## config.mk

```make
export PLATFORM = sky130hd
export DESIGN_NAME = mcs4_clockgen_step_flat
export DESIGN_NICKNAME = d
export VERILOG_FILES = /design/src/rtl/mcs4_clockgen_step_if.sv /design/src/rtl/mcs4_clockgen_step.sv /design/src/flat_wrapper.sv
export SDC_FILE = /design/constraint.sdc
export NUM_CORES = 1
export LEC_CHECK = 0
export CELL_PAD_IN_SITES_DETAIL_PLACEMENT = 1
export CELL_PAD_IN_SITES_GLOBAL_PLACEMENT = 2
export CORE_MARGIN = 1.5
export CORE_UTILIZATION = 36
export CTS_BUF_LIST = sky130_fd_sc_hd__clkbuf_8 sky130_fd_sc_hd__clkbuf_16
export DETAILED_ROUTE_END_ITERATION = 7
export GPL_TIMING_DRIVEN = 0
export PLACE_DENSITY = 0.82
export SYNTH_ARGS = -nofsm -noshare
export SYNTH_HDL_FRONTEND = slang
export SYNTH_SLANG_ARGS = --single-unit
```

## constraint.sdc

```tcl
create_clock -name sysclk -period 2.3 [get_ports sysclk]
set_clock_uncertainty 0.15 [all_clocks]
set_input_delay 0.69 -clock sysclk [delete_from_list [all_inputs] [get_ports sysclk]]
set_output_delay 0.69 -clock sysclk [all_outputs]
set_load 0.01 [all_outputs]
```

## src/rtl/mcs4_clockgen_step_if.sv

```systemverilog
// Control and clock bundle between the clock generator and its controller.
// Registered outputs with no backpressure; inputs are sampled on each sysclk.
interface mcs4_clockgen_step_if #(parameter int CNT_W = 16);
    logic             run;
    logic             step;
    logic             sync;
    logic             clk1;
    logic             clk2;
    logic             halted;
    logic             step_done;
    logic [CNT_W-1:0] period_count;

    modport master (
        output run, step, sync,
        input  clk1, clk2, halted, step_done, period_count
    );

    modport slave (
        input  run, step, sync,
        output clk1, clk2, halted, step_done, period_count
    );
endinterface

```

## src/rtl/mcs4_clockgen_step.sv

```systemverilog
// Two-phase non-overlapping MCS-4 clock generator with run/halt/single-step at sync boundaries.
// clk1/clk2 are registered from the next state; no backpressure, restart one sysclk after run/step.
module mcs4_clockgen_step #(
    parameter int SYSCLK_TCY = 50,
    parameter int PHI1_NS    = 400,
    parameter int D1_NS      = 150,
    parameter int PHI2_NS    = 400,
    parameter int TCY_NS     = 1350,
    parameter int CNT_W      = 16
) (
    input  logic                  sysclk,
    input  logic                  reset,
    mcs4_clockgen_step_if.slave   bus
);
    localparam int GAP_NS = TCY_NS - PHI1_NS - D1_NS - PHI2_NS;
    localparam int N1  = (PHI1_NS / SYSCLK_TCY < 1) ? 1 : PHI1_NS / SYSCLK_TCY;
    localparam int ND1 = (D1_NS   / SYSCLK_TCY < 1) ? 1 : D1_NS   / SYSCLK_TCY;
    localparam int N2  = (PHI2_NS / SYSCLK_TCY < 1) ? 1 : PHI2_NS / SYSCLK_TCY;
    localparam int ND2 = (GAP_NS  / SYSCLK_TCY < 1) ? 1 : GAP_NS  / SYSCLK_TCY;

    typedef enum logic [2:0] {PHI1, GAP1, PHI2, GAP2, STOP} phase_t;
    typedef enum logic {MODE_RUN, MODE_STEP} mode_t;

    phase_t           state, state_n;
    mode_t            mode, mode_n;
    logic [15:0]      cnt, cnt_n;
    logic             seen, seen_n;
    logic             primed, primed_n;
    logic             halted_q, halted_n;
    logic             done_q, done_n;
    logic             inc;
    logic             clk1_q, clk2_q;
    logic [CNT_W-1:0] count;

    always_comb begin
        state_n  = state;
        mode_n   = mode;
        cnt_n    = cnt - 16'd1;
        seen_n   = seen;
        primed_n = primed;
        halted_n = halted_q;
        done_n   = 1'b0;
        inc      = 1'b0;
        if (state == PHI2 && bus.sync)
            seen_n = 1'b1;
        case (state)
            PHI1: if (cnt == 16'd0) begin
                state_n = GAP1;
                cnt_n   = 16'(ND1 - 1);
            end
            GAP1: if (cnt == 16'd0) begin
                state_n = PHI2;
                cnt_n   = 16'(N2 - 1);
            end
            PHI2: if (cnt == 16'd0) begin
                state_n = GAP2;
                cnt_n   = 16'(ND2 - 1);
            end
            GAP2: if (cnt == 16'd0) begin
                // The gap left by reset is not a completed period.
                inc      = primed;
                primed_n = 1'b1;
                if (seen && !bus.run) begin
                    state_n  = STOP;
                    cnt_n    = cnt;
                    halted_n = 1'b1;
                    done_n   = (mode == MODE_STEP);
                    mode_n   = MODE_RUN;
                end else begin
                    state_n = PHI1;
                    cnt_n   = 16'(N1 - 1);
                    seen_n  = 1'b0;
                    if (seen)
                        mode_n = MODE_RUN;
                end
            end
            STOP: begin
                cnt_n = cnt;
                if (bus.run || bus.step) begin
                    state_n  = PHI1;
                    cnt_n    = 16'(N1 - 1);
                    seen_n   = 1'b0;
                    halted_n = 1'b0;
                    mode_n   = bus.run ? MODE_RUN : MODE_STEP;
                end
            end
            default: begin
                state_n = GAP2;
                cnt_n   = 16'(ND2 - 1);
            end
        endcase
    end

    always_ff @(posedge sysclk or posedge reset) begin
        if (reset) begin
            state    <= GAP2;
            mode     <= MODE_RUN;
            cnt      <= 16'(ND2 - 1);
            seen     <= 1'b0;
            primed   <= 1'b0;
            halted_q <= 1'b0;
            done_q   <= 1'b0;
            clk1_q   <= 1'b0;
            clk2_q   <= 1'b0;
            count    <= '0;
        end else begin
            state    <= state_n;
            mode     <= mode_n;
            cnt      <= cnt_n;
            seen     <= seen_n;
            primed   <= primed_n;
            halted_q <= halted_n;
            done_q   <= done_n;
            clk1_q   <= (state_n == PHI1);
            clk2_q   <= (state_n == PHI2);
            if (inc)
                count <= count + 1'b1;
        end
    end

    assign bus.clk1         = clk1_q;
    assign bus.clk2         = clk2_q;
    assign bus.halted       = halted_q;
    assign bus.step_done    = done_q;
    assign bus.period_count = count;
endmodule
```

## src/flat_wrapper.sv

```systemverilog
// flat-port wrapper written by rule: the top's interface ports become plain ports
module mcs4_clockgen_step_flat 
#(
    parameter int SYSCLK_TCY = 50,
    parameter int PHI1_NS    = 400,
    parameter int D1_NS      = 150,
    parameter int PHI2_NS    = 400,
    parameter int TCY_NS     = 1350,
    parameter int CNT_W      = 16
)
  (sysclk, reset, bus_run, bus_step, bus_sync, bus_clk1, bus_clk2, bus_halted, bus_step_done, bus_period_count);
  mcs4_clockgen_step_if #(.CNT_W(CNT_W)) bus_i ();
  input  logic sysclk;
  input  logic reset;
  input wire logic [$bits(bus_i.run)-1:0] bus_run;
  input wire logic [$bits(bus_i.step)-1:0] bus_step;
  input wire logic [$bits(bus_i.sync)-1:0] bus_sync;
  output wire logic [$bits(bus_i.clk1)-1:0] bus_clk1;
  output wire logic [$bits(bus_i.clk2)-1:0] bus_clk2;
  output wire logic [$bits(bus_i.halted)-1:0] bus_halted;
  output wire logic [$bits(bus_i.step_done)-1:0] bus_step_done;
  output wire logic [$bits(bus_i.period_count)-1:0] bus_period_count;
  assign bus_i.run = bus_run;
  assign bus_i.step = bus_step;
  assign bus_i.sync = bus_sync;
  assign bus_clk1 = bus_i.clk1;
  assign bus_clk2 = bus_i.clk2;
  assign bus_halted = bus_i.halted;
  assign bus_step_done = bus_i.step_done;
  assign bus_period_count = bus_i.period_count;
  mcs4_clockgen_step #(.SYSCLK_TCY(SYSCLK_TCY), .PHI1_NS(PHI1_NS), .D1_NS(D1_NS), .PHI2_NS(PHI2_NS), .TCY_NS(TCY_NS), .CNT_W(CNT_W)) u_core (.sysclk(sysclk), .reset(reset), .bus(bus_i));
endmodule
```

==> run summary, run 1 <==
Clock network
• 5 — number of buffers created by CTS
• built — clock tree from TritonCTS
• 0 — number of hold buffers added after cts
• 290 ps — clock latency reported for the late side of the worst-skew pair
• 0 — Post-CTS Setup Inserts
• 80 ps — clock transition at the register clock pins on the worst setup and hold paths after CTS
• 2 — clock tree buffer depth
• 2 — maximum level of the CTS H-tree
• 42 — clock sink total
• sky130_fd_sc_hd__clkbuf_8 — CTS Root Buffer Type

Setup path
• input pin to register — start-to-end type of the worst setup path
• bus_run — critical path startpoint
• 470 ps — delay contributed by the slowest stage of the critical path
• 150 ps — setup slack on the worst flop-to-flop path
• 2330 ps — Crit path required time
• 6 — length in cells of the worst reg-to-reg path
• 1 — Critical path buffers and inverters
• input pin — kind of start point of the critical path
• u_core.cnt[11]$_DFFE_PP0P_ — origin of the critical flop-to-flop path
• sky130_fd_sc_hd__or4_4 — Crit-path slowest cell
• u_core.bus.period_count[1]$_DFFE_PP0P_ — worst reg2reg path endpoint
• clkdlybuf4s50_1, or4_4, o211ai_4, a211oi_2, xnor2_1, nor2_1 — CP Cell Sequence
• 2270 ps — arrival time of data at the critical path endpoint
• 4 — highest net fanout along the worst path
• register — sort of element at the end of the critical path
• simple AND/OR/NAND/NOR gates — kind of cell adding the most delay to the critical path

Synthesis
• sky130_fd_sc_hd__dfrtp_1 (41%), sky130_fd_sc_hd__dfstp_2 (5.8%), sky130_fd_sc_hd__xnor2_1 (4.2%), sky130_fd_sc_hd__xor2_1 (3.5%), sky130_fd_sc_hd__nand2_1 (3.1%) — biggest area contributors in the synthesized netlist
• 56 — count of cell types in the netlist
• 46.4% — Seq/Total Area, Yosys
• sky130_fd_sc_hd__dfrtp_1 — most frequent cell after synthesis
• sky130_fd_sc_hd__dfrtp_1 (37), sky130_fd_sc_hd__nand2_1 (19), sky130_fd_sc_hd__nor2_1 (19) — top cells by instance count after synthesis
• 0 — yosys synthesis warning count
• 42 — number of synthesized register bits
• 10.4 sq um — syn avg cell area
• 2280 sq um — area of the mapped netlist
• 100% — Synth async-reset ratio
• 40.7% — share of the synthesized area in the top cell type
• 0 — number of synthesized flops with an enable pin
• sky130_fd_sc_hd__dfrtp_1 — largest area contributor in the synthesized netlist
• sky130_fd_sc_hd__dfrtp_1 — predominant post-synthesis flop cell
• 219 — gate count after technology mapping
• 227 — Net Count, Synth

Final layout
• 1180 sq um — area occupied by multi-input gates
• 22.0% — Layout area overhead
• 1060 sq um — Storage cell area
• 327 — non-filler instance count after layout
• 671 — number of filler cells placed in the layout
• 46.1% — utilization after layout
• 17.5% — fraction of final layout cells sized beyond drive strength 1
• 0 — ant diodes
• 2780 sq um — final non-filler cell area
• 259 — Nets

Die
• 82.5 um — Horiz. Die Dim
• 37.8% — Initial Utilization
• 82.5 um — Die Ht
• 6810 sq um — die area
• 28 — placement row count
• 6030 sq um — area of the placeable core
• 25 — # IOs

Placement
• 319 — placed instance count
• 24 — input/output buffers
• 2630 sq um — Area after DPL
• 3900 um — placed wire-length estimate
• 0.733 — placer congestion estimate
• -402 ps — pre-CTS setup slack

Min path
• register to register — worst min-delay path class
• u_core.bus.period_count[15]$_DFFE_PP0P_ — critical hold path startpoint
• 1 — hold path depth
• u_core.bus.period_count[15]$_DFFE_PP0P_ — Worst Hold Endpoint

GRT
• 1774 — via count of the first global-routing pass
• 9140 um — wire length of the first global-routing pass
• 39 — pin count of the biggest net entering global routing
• 0 — initial antenna violation count
• 0 — global-route congestion overflow total
• 18.0% — all-layer global routing usage

Run
• 0 — number of max-cap violations

STA
• 488 ps — Slew @ Worst Pin
• 448 MHz — maximum operating frequency
• 97.1% — Final Cycle Share
• 0 — Final setup violation count
• 0 — final hold violation count
• no — RSZ-0062 raised after global routing
• 65.9 ps — worst setup margin
• 0 ps — final sum of negative setup slack
• 2230 ps — final critical delay including setup and external delays
• 67.1% — Slew Limit Headroom
• 0 — max-slew violations

Outcome
• completed — result of the run

Route
• 0 — final routed DRC violation total
• 1773 — number of vias after detailed routing
• 87 — DRC violation total after the first TritonRoute iteration
• 0 — Post-DRT Antenna Nets
• 5580 um — wire length reported by the detailed router
• 17.1 um — routed wirelength normalized by instance count
• 4 — Pre-Repair DR Iteration Count
• 5.42 — post-DR vias/cell

Pwr
• 323 uV — worst ir drop on vdd
• 1.15 nW — leakage power summed over all cells
• 699 nW/um^2 — PD cells

[metal layers]
layer  GRT usage (%)  vias to the layer above  part of all wire, %
met1            24.7                      881                   49
met2            28.9                       27                   47
li1                -                      859                    -
met3            3.63                        6                  2.6
met4            4.50                        0                  1.2
met5               0                        -                    0
[area by class of cell]
cell class | count | area share (%)
clock inverter | 2 | 0.315
buffer | 9 | 2.57
inverter | 6 | 0.811
timing repair buffer | 25 | 9.46
sequential | 42 | 38.1
tap | 75 | 3.38
multi-input combinational | 162 | 42.4
clock buffer | 6 | 2.97
[stage by stage]
| step | power [W] | hold WS [ps] |
|---|---|---|
| final | 0.00194 | 318 |
| after global routing | 0.00207 | 345 |
| after CTS | 0.00196 | 323 |
| after detailed placement | 0.00145 | 311 |
| after global placement | 0.00143 | 305 |
| after floorplan | 0.00133 | 352 |
[kinds of logic (layout without fill, tap and decap cells)]
kind of cell	Yosys count	after routing	share of synthesized area, %
and+or+nand+nor	94	94	25.0
AOI/OAI and AO/OA	44	44	15.0
DFF	42	42	46.4
xor gates and xnor gates	20	20	7.69
buffers and inverters	15	48	3.74
adders and majority gates	3	3	1.65
muxes	1	1	0.494
[report_power, final]
group	total (W)	internal (W)	switching (W)
clock	0.000495	0.000238	0.000257
sequential	0.00104	0.000866	0.000177
combinational	0.000404	0.000185	0.000219
total	0.00194	0.00129	0.000653
[how the worst max path moves through the flow]
stage                                              endpoint  depth (start not counted)
floorplan                        u_core.cnt[14]$_DFFE_PP0P_                          5
global placement                 u_core.cnt[15]$_DFFE_PP0P_                          2
detailed placement               u_core.cnt[13]$_DFFE_PP0P_                          7
CTS                              u_core.cnt[13]$_DFFE_PP0P_                          4
global route        u_core.bus.period_count[13]$_DFFE_PP0P_                          6
finish                           u_core.cnt[14]$_DFFE_PP0P_                          6
[flip-flops by register name, summed over array words and instances (netlist names)]
| name | count |
|---|---|
| u_core.seen | 1 |
| u_core.bus.halted | 1 |
| u_core.state | 3 |
| u_core.bus.clk2 | 1 |
| u_core.cnt | 16 |
| u_core.bus.step_done | 1 |
| u_core.mode | 1 |
| u_core.primed | 1 |
| u_core.bus.clk1 | 1 |
| u_core.bus.period_count | 16 |
[repair_timing]
action / in CTS / in global routing
gates cloned: 0 / 0
setup endpoints to repair: 9 / 20
resized for setup: 5 / 9
pin swaps: 1 / 4
[placed cells by master (no fill, tap or decap), types with 2 or more instances in the layout]
cell                              instances
sky130_fd_sc_hd__buf_2                    2
sky130_fd_sc_hd__nor4_4                   2
sky130_fd_sc_hd__clkbuf_8                 6
sky130_fd_sc_hd__buf_4                    3
sky130_fd_sc_hd__xor2_1                   9
sky130_fd_sc_hd__dfstp_2                  5
sky130_fd_sc_hd__a2111oi_4                2
sky130_fd_sc_hd__a31oi_1                  3
sky130_fd_sc_hd__nand2b_1                 2
sky130_fd_sc_hd__o2bb2ai_1                2
sky130_fd_sc_hd__clkdlybuf4s50_1         23
sky130_fd_sc_hd__and4_1                   3
sky130_fd_sc_hd__nor3_2                   2
sky130_fd_sc_hd__nand2_1                 19
sky130_fd_sc_hd__ha_1                     3
sky130_fd_sc_hd__and3_1                   3
sky130_fd_sc_hd__inv_2                    2
sky130_fd_sc_hd__nand4_1                  6
sky130_fd_sc_hd__or3_1                    4
sky130_fd_sc_hd__inv_1                    5
sky130_fd_sc_hd__a22o_1                   2
sky130_fd_sc_hd__o31ai_1                  2
sky130_fd_sc_hd__buf_12                   2
sky130_fd_sc_hd__nor3_1                  12
sky130_fd_sc_hd__xnor2_1                 11
sky130_fd_sc_hd__o21ai_0                 12
sky130_fd_sc_hd__nand3_1                  8
sky130_fd_sc_hd__nor2_1                  17
sky130_fd_sc_hd__or4_4                    3
sky130_fd_sc_hd__dfrtp_1                 37
sky130_fd_sc_hd__a21oi_1                  9
(Power assumes the default switching activity.)
==> run 2: changes to the inputs <==
Settings changed: CAP_MARGIN set to 40, SLEW_MARGIN set to 10.
==> run 2 against run 1 <==
Fmax grew 2.9%. Combinational power is essentially flat. Count of clock-buffer cells in the layout is the same. Largest cell class unchanged. Highest routed layer unchanged.
==> run summary, run 2 (same netlist as run 1, synthesis figures left out) <==
Setup path
• 2320 ps — Crit path required time
• nor3_4, and4_4, and3_1, buf_2, nand2_1, mux2_1 — CP Cell Sequence
• 6 — length in cells of the worst reg-to-reg path
• 130 ps — setup slack on the worst flop-to-flop path
• register — kind of start point of the critical path
• 480 ps — delay contributed by the slowest stage of the critical path
• register — sort of element at the end of the critical path
• u_core.cnt[11]$_DFFE_PP0P_ — origin of the critical flop-to-flop path
• u_core.bus.period_count[1]$_DFFE_PP0P_ — worst reg2reg path endpoint
• 2200 ps — arrival time of data at the critical path endpoint
• 7 — highest net fanout along the worst path
• register to register — start-to-end type of the worst setup path
• sky130_fd_sc_hd__dfrtp_1 — Crit-path slowest cell

STA
• 0 — final hold violation count
• 460 MHz — maximum operating frequency
• no — RSZ-0062 raised after global routing
• 128 ps — worst setup margin
• 94.4% — Final Cycle Share
• 0 — Final setup violation count
• 317 ps — Worst Hold Margin
• 0 — max-slew violations
• 2170 ps — final critical delay including setup and external delays
• 64.1% — Slew Limit Headroom
• 537 ps — Slew @ Worst Pin

Route
• 5.41 — post-DR vias/cell
• 1773 — number of vias after detailed routing
• 0 — Post-DRT Antenna Nets
• 0 — final routed DRC violation total
• 81 — DRC violation total after the first TritonRoute iteration
• 16.5 um — routed wirelength normalized by instance count
• 5410 um — wire length reported by the detailed router
• 4 — Pre-Repair DR Iteration Count

Placement
• -397 ps — pre-CTS setup slack
• 24 — input/output buffers
• 3970 um — placed wire-length estimate
• 0.733 — placer congestion estimate

Clock network
• 300 ps — clock latency reported for the late side of the worst-skew pair
• 2 — maximum level of the CTS H-tree
• built — clock tree from TritonCTS
• 5 — number of buffers created by CTS
• 42 — clock sink total
• 0 — Post-CTS Setup Inserts
• sky130_fd_sc_hd__clkbuf_8 — CTS Root Buffer Type
• 2 — clock tree buffer depth
• 80 ps — clock transition at the register clock pins on the worst setup and hold paths after CTS

GRT
• 0 — global-route congestion overflow total
• 1788 — via count of the first global-routing pass
• 25 — pin count of the biggest net entering global routing
• 9020 um — wire length of the first global-routing pass
• 17.6% — all-layer global routing usage
• 0 — initial antenna violation count

Final layout
• 0 — ant diodes
• 260 — Nets
• 22.9% — Layout area overhead
• 676 — number of filler cells placed in the layout
• sky130_fd_sc_hd__dfrtp_1 — most common cell after layout, fill and taps aside
• sky130_fd_sc_hd__dfrtp_1 (37), sky130_fd_sc_hd__clkdlybuf4s50_1 (22), sky130_fd_sc_hd__nand2_1 (19) — most frequent cells in the layout
• 17.8% — fraction of final layout cells sized beyond drive strength 1
• 46.4% — utilization after layout

Die
• 6810 sq um — die area
• 82.5 um — Die Ht
• 82.5 um — Horiz. Die Dim
• 25 — # IOs
• 28 — placement row count
• 37.8% — Initial Utilization
• 6030 sq um — area of the placeable core

Outcome
• completed — result of the run

Min path
• 1 — hold path depth
• u_core.bus.period_count[15]$_DFFE_PP0P_ — Worst Hold Endpoint
• register to register — worst min-delay path class
• u_core.bus.period_count[15]$_DFFE_PP0P_ — critical hold path startpoint

Pwr
• 695 nW/um^2 — PD cells
• 33.6% — Switching Fraction
• 25.5% — share of power burned in the clock network
• 1.16 nW — leakage power summed over all cells
• 20.9% — combinational share of power
• 336 uV — worst ir drop on vdd
• 53.6% — sequential group share of total power
• 0.00129 W — internal power
• 0.000654 W — total net switching power

Run
• 0 — number of max-cap violations

[run 2: cell types whose count changed in the layout (fill, tap and decap cells not counted), sizes merged]
| cell | before | now |
|---|---|---|
| dlymetal6s2s | 1 | 2 |
| clkbuf | 7 | 8 |
| clkdlybuf4s50 | 23 | 22 |
[run 2: worst max-delay path: cells and delay by family (launching register included)]
family / cells / cell delay, ps
and+or+nand+nor: 4 / 920
muxes: 1 / 320
buffers and inverters: 1 / 180
DFF: 1 / 480
[run 2: layout make-up]
cell class	instances	area, sq um	share of cell area (%)
clock buffer	6	82.6	2.95
clock inverter	2	8.76	0.313
sequential	42	1060	37.8
multi-input combinational	162	1180	42.3
inverter	6	22.5	0.805
timing repair buffer	26	278	9.93
tap	75	93.8	3.35
buffer	9	71.3	2.55
[run 2: power by group through the flow]
stage	combinational [W]	sequential [W]	clock, W
3_5_place_dp	0.000399	0.00105	0
6_report	0.000406	0.00104	0.000497
5_1_grt	0.000453	0.00107	0.000549
2_1_floorplan	0.000316	0.00101	0
3_3_place_gp	0.000384	0.00105	0
4_1_cts	0.000404	0.00104	0.000518
[run 2: metrics by stage]
stage / power, W / area, sq um / setup TNS [ps] / std cells
final: 0.00194 / 2800 / 0 / 328
after CTS: 0.00196 / 2760 / 0 / 327
after detailed placement: 0.00145 / 2640 / -5170 / 319
after global placement: 0.00143 / 2610 / -24120 / 318
after floorplan: 0.00133 / 2280 / 0 / 219
after global routing: 0.00207 / 2800 / 0 / 328
[run 2: what timing repair did]
item,in CTS,in global routing
cloned,0,1
gates resized for setup,8,7
setup endpoints to repair,9,10
hold buffers,0,0
pin swaps,0,4
[run 2: worst max path at each step]
stage	slack (ps)	endpoint	depth (start not counted)	start
floorplan	260	u_core.cnt[14]$_DFFE_PP0P_	5	bus_step
global placement	-500	u_core.cnt[15]$_DFFE_PP0P_	2	reset
detailed placement	-400	u_core.cnt[13]$_DFFE_PP0P_	7	bus_run
CTS	30	u_core.cnt[14]$_DFFE_PP0P_	6	bus_step
global route	10	u_core.bus.period_count[13]$_DFFE_PP0P_	6	u_core.cnt[11]$_DFFE_PP0P_
finish	130	u_core.bus.period_count[1]$_DFFE_PP0P_	6	u_core.cnt[11]$_DFFE_PP0P_
[run 2: routing by layer]
metal  up-vias  wire length [um]  global-route usage [%]
met5         -                 0                       0
met4         0                73                    5.50
met3         7               105                    2.64
met2        17              2600                    28.9
met1       885              2630                    23.8
li1        864                 -                       -
